File: src/rtl/mem_ctrl_pkg.sv
// Shared types and defaults for the memory access controller: FSM state and
// transfer-owner encodings, default widths, and timeout counter sizing.
package mem_ctrl_pkg;

  localparam int unsigned ADDR_W_DEFAULT  = 16;
  localparam int unsigned DATA_W_DEFAULT  = 16;
  localparam int unsigned TIMEOUT_DEFAULT = 15;

  typedef enum logic [2:0] {
    ST_IDLE = 3'd0,
    ST_ADDR = 3'd1,
    ST_REQ  = 3'd2,
    ST_CAPT = 3'd3,
    ST_RESP = 3'd4,
    ST_ERR  = 3'd5
  } state_t;

  typedef enum logic {
    OWN_IF = 1'b0,
    OWN_LS = 1'b1
  } owner_t;

  // Counter width able to hold the value 'limit' (at least one bit).
  function automatic int unsigned cnt_width(input int unsigned limit);
    if (limit < 2) return 1;
    return 32'($clog2(limit + 1));
  endfunction

endpackage

File: src/rtl/rr_arb2.sv
// Two-way round-robin arbiter. Bit 0 is instruction fetch, bit 1 is load/store;
// on a tie the side that did not win last time is granted.
module rr_arb2
  import mem_ctrl_pkg::*;
(
  input  logic       clk,
  input  logic       rst_n,
  input  logic [1:0] req,
  input  logic       advance,
  output logic [1:0] gnt
);

  owner_t rr_last_q;
  owner_t rr_last_d;

  always_comb begin
    gnt       = 2'b00;
    rr_last_d = rr_last_q;
    case (req)
      2'b01:   gnt = 2'b01;
      2'b10:   gnt = 2'b10;
      2'b11:   gnt = (rr_last_q == OWN_LS) ? 2'b01 : 2'b10;
      default: gnt = 2'b00;
    endcase
    if (advance && (gnt != 2'b00)) begin
      rr_last_d = gnt[1] ? OWN_LS : OWN_IF;
    end
  end

  // Starts as if load/store won last, so fetch takes the first tie.
  always_ff @(posedge clk or negedge rst_n) begin
    if (!rst_n) begin
      rr_last_q <= OWN_LS;
    end else begin
      rr_last_q <= rr_last_d;
    end
  end

endmodule

File: src/rtl/mem_access_ctrl.sv
// Sequences fetch and load/store transfers through the shared MAR/MDR pair,
// arbitrating the single memory port and bounding wait states with a timeout.
module mem_access_ctrl
  import mem_ctrl_pkg::*;
#(
  parameter int unsigned ADDR_W  = ADDR_W_DEFAULT,
  parameter int unsigned DATA_W  = DATA_W_DEFAULT,
  parameter int unsigned TIMEOUT = TIMEOUT_DEFAULT
) (
  input  logic              clk,
  input  logic              rst_n,
  input  logic              if_req,
  input  logic [ADDR_W-1:0] if_addr,
  output logic              if_gnt,
  output logic              if_done,
  output logic              if_err,
  output logic [DATA_W-1:0] if_rdata,
  input  logic              ls_req,
  input  logic              ls_we,
  input  logic [ADDR_W-1:0] ls_addr,
  input  logic [DATA_W-1:0] ls_wdata,
  output logic              ls_gnt,
  output logic              ls_done,
  output logic              ls_err,
  output logic [DATA_W-1:0] ls_rdata,
  output logic              mar_ld,
  output logic [ADDR_W-1:0] mar_d,
  output logic              mem_en,
  output logic              mem_we,
  output logic [DATA_W-1:0] mem_wdata,
  input  logic              mem_ready,
  output logic              mdr_ld,
  input  logic [DATA_W-1:0] mdr_q
);

  localparam int unsigned CNT_W  = cnt_width(TIMEOUT);
  localparam bit          TO_EN  = (TIMEOUT != 0);

  state_t            state_q,  state_d;
  owner_t            owner_q,  owner_d;
  logic [ADDR_W-1:0] addr_q,   addr_d;
  logic              we_q,     we_d;
  logic [DATA_W-1:0] wdata_q,  wdata_d;
  logic [CNT_W-1:0]  cnt_q,    cnt_d;
  logic [CNT_W-1:0]  cnt_inc;
  logic [1:0]        arb_req;
  logic [1:0]        arb_gnt;
  logic              arb_adv;

  // Requests are masked during reset so no grant can escape while rst_n is low.
  assign arb_req = {ls_req, if_req} & {2{rst_n}};
  assign arb_adv = (state_q == ST_IDLE);
  assign cnt_inc = cnt_q + CNT_W'(1);

  rr_arb2 u_arb (
    .clk     (clk),
    .rst_n   (rst_n),
    .req     (arb_req),
    .advance (arb_adv),
    .gnt     (arb_gnt)
  );

  always_comb begin
    state_d   = state_q;
    owner_d   = owner_q;
    addr_d    = addr_q;
    we_d      = we_q;
    wdata_d   = wdata_q;
    cnt_d     = cnt_q;
    if_gnt    = 1'b0;
    if_done   = 1'b0;
    if_err    = 1'b0;
    if_rdata  = '0;
    ls_gnt    = 1'b0;
    ls_done   = 1'b0;
    ls_err    = 1'b0;
    ls_rdata  = '0;
    mar_ld    = 1'b0;
    mar_d     = '0;
    mem_en    = 1'b0;
    mem_we    = 1'b0;
    mem_wdata = '0;
    mdr_ld    = 1'b0;

    case (state_q)
      ST_IDLE: begin
        if (arb_gnt != 2'b00) begin
          if_gnt  = arb_gnt[0];
          ls_gnt  = arb_gnt[1];
          state_d = ST_ADDR;
          if (arb_gnt[1]) begin
            owner_d = OWN_LS;
            addr_d  = ls_addr;
            we_d    = ls_we;
            wdata_d = ls_wdata;
          end else begin
            owner_d = OWN_IF;
            addr_d  = if_addr;
            we_d    = 1'b0;
            wdata_d = '0;
          end
        end
      end
      ST_ADDR: begin
        mar_ld  = 1'b1;
        mar_d   = addr_q;
        cnt_d   = '0;
        state_d = ST_REQ;
      end
      ST_REQ: begin
        mem_en    = 1'b1;
        mem_we    = we_q;
        mem_wdata = wdata_q;
        cnt_d     = cnt_inc;
        if (mem_ready) begin
          state_d = we_q ? ST_RESP : ST_CAPT;
        end else if (TO_EN && (cnt_inc == CNT_W'(TIMEOUT))) begin
          state_d = ST_ERR;
        end
      end
      ST_CAPT: begin
        mdr_ld  = 1'b1;
        state_d = ST_RESP;
      end
      ST_RESP: begin
        if (owner_q == OWN_LS) begin
          ls_done  = 1'b1;
          ls_rdata = we_q ? '0 : mdr_q;
        end else begin
          if_done  = 1'b1;
          if_rdata = mdr_q;
        end
        state_d = ST_IDLE;
      end
      ST_ERR: begin
        if (owner_q == OWN_LS) begin
          ls_done = 1'b1;
          ls_err  = 1'b1;
        end else begin
          if_done = 1'b1;
          if_err  = 1'b1;
        end
        state_d = ST_IDLE;
      end
      default: state_d = ST_IDLE;
    endcase
  end

  always_ff @(posedge clk or negedge rst_n) begin
    if (!rst_n) begin
      state_q <= ST_IDLE;
      owner_q <= OWN_IF;
      addr_q  <= '0;
      we_q    <= 1'b0;
      wdata_q <= '0;
      cnt_q   <= '0;
    end else begin
      state_q <= state_d;
      owner_q <= owner_d;
      addr_q  <= addr_d;
      we_q    <= we_d;
      wdata_q <= wdata_d;
      cnt_q   <= cnt_d;
    end
  end

endmodule

File: config.mk
export PLATFORM = sky130hd
export DESIGN_NAME = mem_access_ctrl
export DESIGN_NICKNAME = d
export VERILOG_FILES = /design/src/rtl/mem_ctrl_pkg.sv /design/src/rtl/rr_arb2.sv /design/src/rtl/mem_access_ctrl.sv
export SDC_FILE = /design/constraint.sdc
export NUM_CORES = 1
export LEC_CHECK = 0
export ABC_CLOCK_PERIOD_IN_PS = 2400
export CORE_MARGIN = 3
export CORE_UTILIZATION = 40
export DETAILED_ROUTE_END_ITERATION = 10
export GPL_ROUTABILITY_DRIVEN = 0
export MAX_ROUTING_LAYER = met4
export PLACE_DENSITY = 0.86
export SYNTH_ARGS = -nofsm -noshare
export SYNTH_HDL_FRONTEND = slang
export SYNTH_SLANG_ARGS = --single-unit
File: constraint.sdc
create_clock -name clk -period 2.4 [get_ports clk]
set_input_delay 0.24 -clock clk [delete_from_list [all_inputs] [get_ports clk]]
set_output_delay 0.24 -clock clk [all_outputs]
set_load 0.02 [all_outputs]
### Word level (Yosys, flattened, before mapping)

Cells that the tools add are included.

* bitwise gates (word level): 1
* reduce and logical (&&, ||, !) cells: 7
* mux-type cells: 33
* equality and inequality tests: 11
* add/subtract/negate cells: 1

Operators by type and width (number)
* $mux W16: 9
* $mux W1: 16
* $mux W3: 4
* $pmux W3 S4: 1
* $pmux W4 S2: 1
* $eq A3 B2 Y1 const B: 2
* $eq A3 B3 Y1 const B: 2
* $pmux W2 S3: 1
* $add A4 B1 Y4 const B: 1
* $eq A2 B2 Y1 const B: 2
* $eq A4 B4 Y1 const B: 1
* $reduce_and A2 Y1: 2
* $reduce_bool A2 Y1: 2
* $eq A3 B1 Y1 const B: 1
* $logic_not A3 Y1: 1
* $ne A3 B3 Y1 const B: 1
* $and A2 B2 Y2: 1
* $eq A2 B1 Y1 const B: 1
* $mux W2: 1
* $ne A2 B2 Y1 const B: 1
* $reduce_or A2 Y1: 1
* $logic_and A1 B1 Y1: 1

* logic and storage cells: 60
* input port bits: 70
* register bits: 42
* output and inout port bits: 74

### Logic depth before layout (Yosys ltp)

* depth after elaboration: 6
* gate-level depth with buffers: 7
* gate-level depth less buffers: 6

### Hierarchy

Synthesis repeated with hierarchy kept, for this count alone.

* cells, all modules: 240
* area, all modules: 2344.7 um2

By module, submodules not included
* mem_access_ctrl: times used 1, area an instance 2288.4 um2, cells each 234, seq. area each 1026.0 um2
* rr_arb2: times used 1, area an instance 56.3 um2, cells each 6, seq. area each 26.3 um2

### Worst setup path after synthesis

Ideal clock, no wire load.

* path type: reg-to-output
* from: reg state_q[1]
* to: out mar_d[10]
* path buffers: 2
* arrival time: 1.522 ns
* data required time: 2.160 ns
* slack: 0.638 ns
* cell stages (with the launch flop): 5
* path through: dfrtp_1 -> buf_6 -> nor3b_2 -> clkbuf_1 -> and2_1

* word-level cells in the longest chain between the ends: 2

RTL lines
* from (decl): RTL line mem_access_ctrl.sv:39 `state_t state_q, state_d;`
* from (signal assigned): RTL line mem_access_ctrl.sv:158 `state_q <= state_d;`
* $eq A3 B1 Y1: RTL line mem_access_ctrl.sv:85 `case (state_q)`
* $mux W16: RTL line mem_access_ctrl.sv:85
* to (decl): RTL line mem_access_ctrl.sv:27 `output logic [ADDR_W-1:0] mar_d,`

No other way between the ends.

### Worst setup path in the final report

* from: reg state_q[0]
* to: out mar_d[8]

Same word-level chain as after synthesis.

==> results.yml <==
status:
  status: "finished clean"
pwr:
  powerDensity_nw_per_um2: 910
  p_total_w: 0.00365
  leakagePower_nw: 2.03
  peakVddDrop_uv: 599
critical_path:
  crit_path_start_kind: "flop"
  end_kind: "output pin"
  cp.required_ns: 2.16
  path_class: "flop to output pin"
  crit_fanout: 17
  arrival_ns: 2.07
global_route:
  grt-ovfl-total: 0
  grt_first_pass_wirelength_mm: 11.0
  grt_max_degree: 43
  grt_pass1_vias: 2285
  grt_usage: 0.219
  antenna_found_initial: 0
  grt_busiest_layer: "met2"
  grt.met3_usage: 0.0564
  grt.met2_usage: 0.389
  use_met1: 0.252
clock_network:
  cts_root_buf: "clkbuf_8"
  tritoncts: "built"
  ctsHoldBuffers: 0
  clock_latency_ns: 0.29
  cts.htree.levels: 2
  numCtsBuffers: 5
  cts_max_path_buffers: 2
  clock-sinks: 42
  clk_pin_slew_worst_paths_ns: 0.08
yosys:
  synthDistinctLibCells: 40
  synth-main-ff-cell: "dfrtp_1"
  ys_seq_area_frac: 0.454
  post-synth-top-count-cell: "and2_1"
  synth_top_area_frac: 0.442
  netlist.top_cell.by_area: "dfrtp_1"
  synthesis.area_sq_um: 2320
  syn-num-nets: 318
  synth_common_cells: "64 x and2_1, 41 x dfrtp_1, 25 x nor2_1"
  syn_inst: 246
  synth-seq-cells: 42
  ys_async_sr_fraction: 1.00
  synth_edf_count: 0
  avgSynthCellArea_sq_um: 9.43
  synth_area_leaders: "dfrtp_1 44%, and2_1 17%, a22o_1 6.4%"
  ys_warn_count: 0
sta:
  hold_viol: 0
  setup-violations-final: 0
  min_period_ns: 2.31
  setup-tns-final_ns: 0
  post-route-period-util: 0.962
  worst_slew_pin_slew_ns: 0.524
  fin_skew_ns: 0.00912
  drv_slew: 0
  fmaxAchievable_mhz: 433
  slew_headroom: 0.650
drt:
  wl_mm: 7.33
  vias_per_cell: 5.05
  drtIter0Drc: 142
  wire_per_inst_um: 15.7
  vias: 2357
  dr.pass1.iters: 4
  drcViolationCount: 0
  ant_nets: 0
floorplan:
  die_w_um: 82.2
  die_y_um: 82.2
  core.rowCount: 27
  dieArea_sq_um: 6750
  io_pins: 144
  start_util: 0.416
  coreArea_sq_um: 5570
place:
  dpl.hpwl_mm: 5.59
  placed_cell_area_sq_um: 3840
  io_buffers: 143
finish:
  nets: 466
  final_area_sq_um: 4010
  num-fill-cells: 436
  syn2layout_area_growth_pct: 72.8
  drive_gt1_frac: 0.0835
  fin_util: 0.719
  antenna_cells: 0
run:
  maxCapViolCount: 0
min_path:
  min_path_type: "primary input to asynchronous set/reset pin"
state kept, by name, summed over array words and instances (netlist names):
register / cells
addr_q: 16
wdata_q: 16
cnt_q: 4
state_q: 3
owner_q: 1
u_arb.rr_last_q: 1
we_q: 1
through the flow:
| stage | setup slack (ns) | hold slack [ns] | instances |
|---|---|---|---|
| after global routing | -0.00948 | 0.151 | 467 |
| after global placement | 0.250 | 0.432 | 456 |
| after floorplan | 0.638 | -0.0556 | 246 |
| after detailed placement | 0.184 | 0.440 | 456 |
| after CTS | 0.0102 | 0.119 | 464 |
| final | 0.0921 | 0.106 | 467 |
worst paths after layout:
check	slack, ns	end	cells after the start	from
max	0.09	mar_d[8]	4	state_q[0]
min	0.11	cnt_q[3]	2	rst_n
max reg2reg	0.73	state_q[0]	5	state_q[0]
min reg2reg	0.49	wdata_q[1]	1	wdata_q[1]
max in group asynchronous	1.89	state_q[0]	2	rst_n
min in group clk	0.48	owner_q	4	rst_n
layout make-up:
class | instances | area [sq um] | area share
Timing Repair Buffer | 156 | 1580 | 0.394
Multi-Input combinational cell | 182 | 1160 | 0.290
Sequential cell | 42 | 1060 | 0.263
Clock buffer | 8 | 90.1 | 0.0225
Tap cell | 72 | 90.1 | 0.0225
Inverter | 7 | 31.3 | 0.00780
power by group:
| group | switching [W] | internal, W | leakage [nW] | total (W) |
|---|---|---|---|---|
| registers | 0.000247 | 0.00102 | 0.507 | 0.00127 |
| clock network | 0.000228 | 0.000235 | 0.0455 | 0.000463 |
| logic | 0.000968 | 0.000948 | 1.47 | 0.00192 |
layer usage:
layer | wire length (um) | share of wire | vias up
li1 | - | - | 1145
met1 | 2900 | 0.40 | 1109
met2 | 3740 | 0.51 | 96
met3 | 628 | 0.086 | 7
met4 | 59 | 0.0081 | 0
met5 | 0 | 0 | -
repair_timing:
item	in CTS	in global routing
endpoints found under the setup margin	35	38
pin swaps	0	0
buffers inserted	0	3
gates cloned	0	0
gates resized for setup	9	21
logic make-up (layout without fill, tap and decap cells):
family                   after synthesis  after routing  share of synthesized area
AND/OR/NAND/NOR                      115            115                      0.297
XOR/XNOR                               1              1                    0.00378
buffers and inverters                 22            171                     0.0485
adder cells (fa/ha/maj)                2              2                     0.0108
flip-flops                            42             42                      0.454
AO/OA/AOI/OAI                         64             64                      0.187
placed cells by master, fill, tap and decap left out, drive strengths merged, types with 6 or more instances in the layout:
| cell | instances |
|---|---|
| buf | 14 |
| nor2 | 27 |
| a21oi | 17 |
| dfrtp | 41 |
| and2 | 64 |
| inv | 6 |
| clkdlybuf4s50 | 117 |
| a22o | 17 |
| dlymetal6s2s | 20 |
| nand2 | 7 |
| clkbuf | 8 |
| o22ai | 16 |
worst max-delay path, cell delays in order (launching register included):
cell	delay (ns)
dfrtp_2	0.51
nor3b_4	0.34
buf_12	0.18
and2_1	0.13
clkdlybuf4s50_1	0.62
Power figures use the tool's default switching activity.
==> edit 1 (same settings) <==
Register the output `ls_err`, cleared by the reset; this adds one clock of latency there. The other outputs are not delayed to match.
--- a/src/rtl/mem_access_ctrl.sv
+++ b/src/rtl/mem_access_ctrl.sv
@@ -36,6 +36,8 @@
   localparam int unsigned CNT_W  = cnt_width(TIMEOUT);
   localparam bit          TO_EN  = (TIMEOUT != 0);
 
+  logic ls_err_d;
+
   state_t            state_q,  state_d;
   owner_t            owner_q,  owner_d;
   logic [ADDR_W-1:0] addr_q,   addr_d;
@@ -73,7 +75,7 @@
     if_rdata  = '0;
     ls_gnt    = 1'b0;
     ls_done   = 1'b0;
-    ls_err    = 1'b0;
+    ls_err_d  = 1'b0;
     ls_rdata  = '0;
     mar_ld    = 1'b0;
     mar_d     = '0;
@@ -135,7 +137,7 @@
       ST_ERR: begin
         if (owner_q == OWN_LS) begin
           ls_done = 1'b1;
-          ls_err  = 1'b1;
+          ls_err_d = 1'b1;
         end else begin
           if_done = 1'b1;
           if_err  = 1'b1;
@@ -164,5 +166,13 @@
     end
   end
 
+  always_ff @(posedge clk or negedge rst_n) begin
+    if (!rst_n) begin
+      ls_err <= '0;
+    end else begin
+      ls_err <= ls_err_d;
+    end
+  end
+
 endmodule
 
Formal check against the unedited RTL: same outputs for any inputs over 10 cycles, from zero or initial values and one cycle with rst_n low; that may be too few to reach the edited logic, so the function may still have changed.
==> edit 1 against the unedited design <==
Synthesized area up 1.1%; sequential cell count up 1; design area up 1.4%; sequential share of layout area up 0.18 points; global-route usage down 1.3 points; synthesized cell count up 0.41%; total power down 0.78%; fmax down 1.0%; routed wire length down 2.8%; final cell count up 0.64%; count of clock-buffer cells in the layout down 3; setup slack worse by 0.023 ns; clock skew about the same.
==> edit 1: results (changes against the unedited design) <==
top cell types by occurrence after synthesis and2_1 (64), dfrtp_1 (42), nor2_1 (25), a21oi_1 (17), a22o_1 (17); Seq/Total Area, Yosys 0.459 (+0.00583); DP HPWL 5.43 mm (-2.8%); top post-synthesis cells by area dfrtp_1 (45%), and2_1 (17%), a22o_1 (6.4%); Data arrival, critical path 2.09 ns (+0.02 ns); routed wl met2 3.53 mm (-5.5%); worst clock skew 0.00954 ns (+0.000418 ns); fmax 429 MHz (-1.0%); Critical R2R Launch state_q[1]; Worst-Margin Slew 0.422 ns (-0.102 ns); DR vias/cell 5.00 (-0.85%); GRT Total Usage 0.206 (-0.0134); status finished clean; share of layout cells above drive strength 1 0.0854 (+0.00188); syn_nets 319 (+0.31%); Post-Place Setup Slack 0.313 ns (+0.128 ns); Initial DRC Count 78 (-45%); Routed met3 length 861 um (+37%); via count 2352 (-0.21%); peak supply drop 713 uV (+19%); vias in the first global route 2196 (-3.9%); Placed Cells incl. Taps 461 (+1.1%); Fill cells 420 (-3.7%); drt pass-1 iters 6 (+2); M1 WL 2.66 mm (-8.3%)
==> edit 1: cell count changes after synthesis <==
cell	unedited run	this run
dfrtp_1	41	42
==> edit 1: final cells by class <==
type	instances	share of cell area
Tap cell	72	0.0222
Sequential cell	43	0.265
Inverter	7	0.00769
Clock inverter	3	0.00585
Multi-Input combinational cell	182	0.284
Clock buffer	5	0.0169
Timing Repair Buffer	158	0.398
==> edit 1: final timing paths <==
| kind | cells past startpoint | slack (ns) | endpoint |
|---|---|---|---|
| worst max-delay path | 4 | 0.07 | mem_wdata[11] |
| worst min-delay path | 3 | 0.50 | wdata_q[7] |
| worst max register to register | 6 | 0.78 | wdata_q[5] |
| worst min register to register | 1 | 0.50 | wdata_q[1] |
| max in group asynchronous | 3 | 1.63 | u_arb.rr_last_q |
| min in group clk | 1 | 0.50 | wdata_q[1] |
==> edit 1: cell families (layout without fill, tap and decap cells) <==
group / count (synthesis) / count (layout) / synth area share
xor gates and xnor gates: 1 / 1 / 0.00374
and+or+nand+nor: 115 / 115 / 0.293
AOI/OAI and AO/OA: 64 / 64 / 0.185
adders and majority gates: 2 / 2 / 0.0107
DFF: 43 / 43 / 0.459
buffers and inverters: 22 / 173 / 0.0480
==> edit 1: power breakdown <==
part           internal, mW  switching [mW]
registers              1.04           0.201
logic                 0.923           0.979
clock network         0.208           0.273
==> edit 1: repair_timing <==
action	in CTS	in global routing
setup endpoints to repair	17	34
gates resized for setup	3	33
endpoints found under the hold margin	42	0
hold buffers	1	0
==> edit 1: worst max-delay path: stages, from the launching register on <==
cell and delay (ns):
dfrtp_1 0.44, or3b_1 0.46, clkinv_4 0.14, and2_1 0.13, clkdlybuf4s50_1 0.60
==> edit 1: layer usage <==
metal | GRT usage | vias to the layer above
met4 | 0.0539 | 0
met1 | 0.224 | 1093
met3 | 0.0651 | 7
met2 | 0.363 | 104
met5 | - | -
li1 | - | 1148
==> edit 1: through the flow <==
stage / power [mW] / util / hold slack [ns] / cell area, um2
2_1_floorplan: 2.36 / - / -0.0556 / 2340
3_3_place_gp: 3.13 / 0.696 / 0.280 / 3880
3_5_place_dp: 3.18 / 0.696 / 0.285 / 3880
4_1_cts: 3.67 / 0.715 / 0.489 / 3990
5_1_grt: 3.87 / 0.730 / 0.513 / 4070
6_report: 3.62 / 0.730 / 0.498 / 4070
==> edit 2 (same settings) <==
Made on the original files. The package constant `ADDR_W_DEFAULT` goes from 16 to 18.
--- a/src/rtl/mem_ctrl_pkg.sv
+++ b/src/rtl/mem_ctrl_pkg.sv
@@ -2,7 +2,7 @@
 // transfer-owner encodings, default widths, and timeout counter sizing.
 package mem_ctrl_pkg;
 
-  localparam int unsigned ADDR_W_DEFAULT  = 16;
+  localparam int unsigned ADDR_W_DEFAULT  = 18;
   localparam int unsigned DATA_W_DEFAULT  = 16;
   localparam int unsigned TIMEOUT_DEFAULT = 15;
 
Ports: changed (resized if_addr, ls_addr and mar_d); port bits go from 144 to 150. No check against the original RTL was run, so the function may have changed too.
==> edit 2 against the unedited design <==
Routed wire length rose by 0.79%; core utilization is 0.66 points lower; total power increased by 8.7%; combinational power increased by 9%; critical path type unchanged; sequential cell count increased by 2; die area rose by 7.3%; setup slack lost 0.026 ns; largest cell class unchanged; design area rose by 6.5%; hold slack better by 0.39 ns; non-clock buffer count increased by 8; synthesized area increased by 7.9%; clock skew down 0.0052 ns.
==> edit 2: results (changes against the unedited design) <==
Non-clk bufs 164 (+5.1%); FF+latch area 0.00111 mm2 (+4.7%); syn_nets 333 (+4.7%); Post-Synth Adder-Cell Area 0.0100 (-0.000792); dpl cell area 0.00407 mm2 (+6.0%); post-synth cell types 43 (+7.5%); Power Internal 2.41 mW (+9.2%); worst hold path class reg -> reg; register share of the cell area 0.259 (-0.00433); clock tree cell share of total cell area 0.0252 (+0.00273); Comb power 2.09 mW (+9%); Fill cells 441 (+1.1%); Register-to-Register Setup Slack 0.78 ns (+0.05 ns); Flop pwr share 0.334 (-0.014); multi-input combinational cell count 190 (+4.4%); synthesized instance count 257 (+4.5%); share of layout cells above drive strength 1 0.140 (+0.0569); status finished clean; routed wl met2 3.69 mm (-1.3%); Max-slew headroom 0.764 (+0.114); grt met2 use 0.355 (-0.0333); met1 Resource Use GR 0.259 (+0.00737); top cell types by occurrence after synthesis and2_1 (66), dfrtp_1 (43), o22ai_1 (18), a22o_1 (17), nor2_1 (17); M1 WL 3.06 mm (+5.7%); post-synthesis compound-gate area fraction 0.198 (+0.0118); drt wl/cell 15.1 um (-3.5%); vias in the first global route 2507 (+9.7%); clk sink count 44 (+4.8%); Resize count post-CTS 10 (+1); M3 GR Usage 0.0427 (-0.0137); Hold Buf Count CTS 1 (+1); Hold Worst Slack 0.493 ns (+0.388 ns); Net Sw Frac 0.393 (-0.00284); GRT Total Usage 0.209 (-0.0104); xor/xnor cell area share of the yosys netlist 0.00350 (-0.000277); Post-Layout Cell Count 488 (+4.5%); largest stage delay on the critical path 0.59 ns (-0.03 ns); Seq/Total Area, Yosys 0.440 (-0.0133); fraction of area in multi-input gates 0.299 (+0.00901); peak supply drop 662 uV (+10%); buffer share of cell area 0.388 (-0.00645); DR vias/cell 5.00 (-0.93%); largest net degree at the start of global routing 30 (-30%); first-pass GRT wire length 11.9 mm (+8.6%); Placed Cells incl. Taps 477 (+4.6%); biggest regs addr_q: 18 flops, wdata_q: 16 flops, cnt_q: 4 flops; DP HPWL 5.79 mm (+3.6%); Post-Place Setup Slack 0.228 ns (+0.0437 ns); Routed met3 length 580 um (-7.6%); leakage power 2.21 nW (+8.9%); Initial DRC Count 85 (-40%); crit path max fanout 19 (+2)
-- edit 2: changes by cell type after synthesis, moves of 2 or more --
cell	delta
o22ai_1	+2
and2_1	+2
o21ai_0	-4
a21oi_2	+10
o21ai_1	+3
a21oi_1	-8
buf_4	+3
nor2_1	-8
clkbuf_1	-2
nor2_2	+10
dfrtp_1	+2
-- edit 2: how the worst max path moves through the flow --
| stage | startpoint | to | slack [ns] | cells past startpoint |
|---|---|---|---|---|
| 4_1_cts | state_q[1] | ls_rdata[15] | 0.0003 | 5 |
| 5_1_grt | state_q[2] | mem_wdata[13] | 0.003 | 4 |
| 6_report | state_q[2] | mem_wdata[1] | 0.07 | 4 |
| 3_3_place_gp | state_q[0] | mem_wdata[15] | 0.25 | 4 |
| 3_5_place_dp | state_q[0] | mem_wdata[10] | 0.23 | 4 |
| 2_1_floorplan | state_q[0] | mem_wdata[10] | 0.64 | 6 |
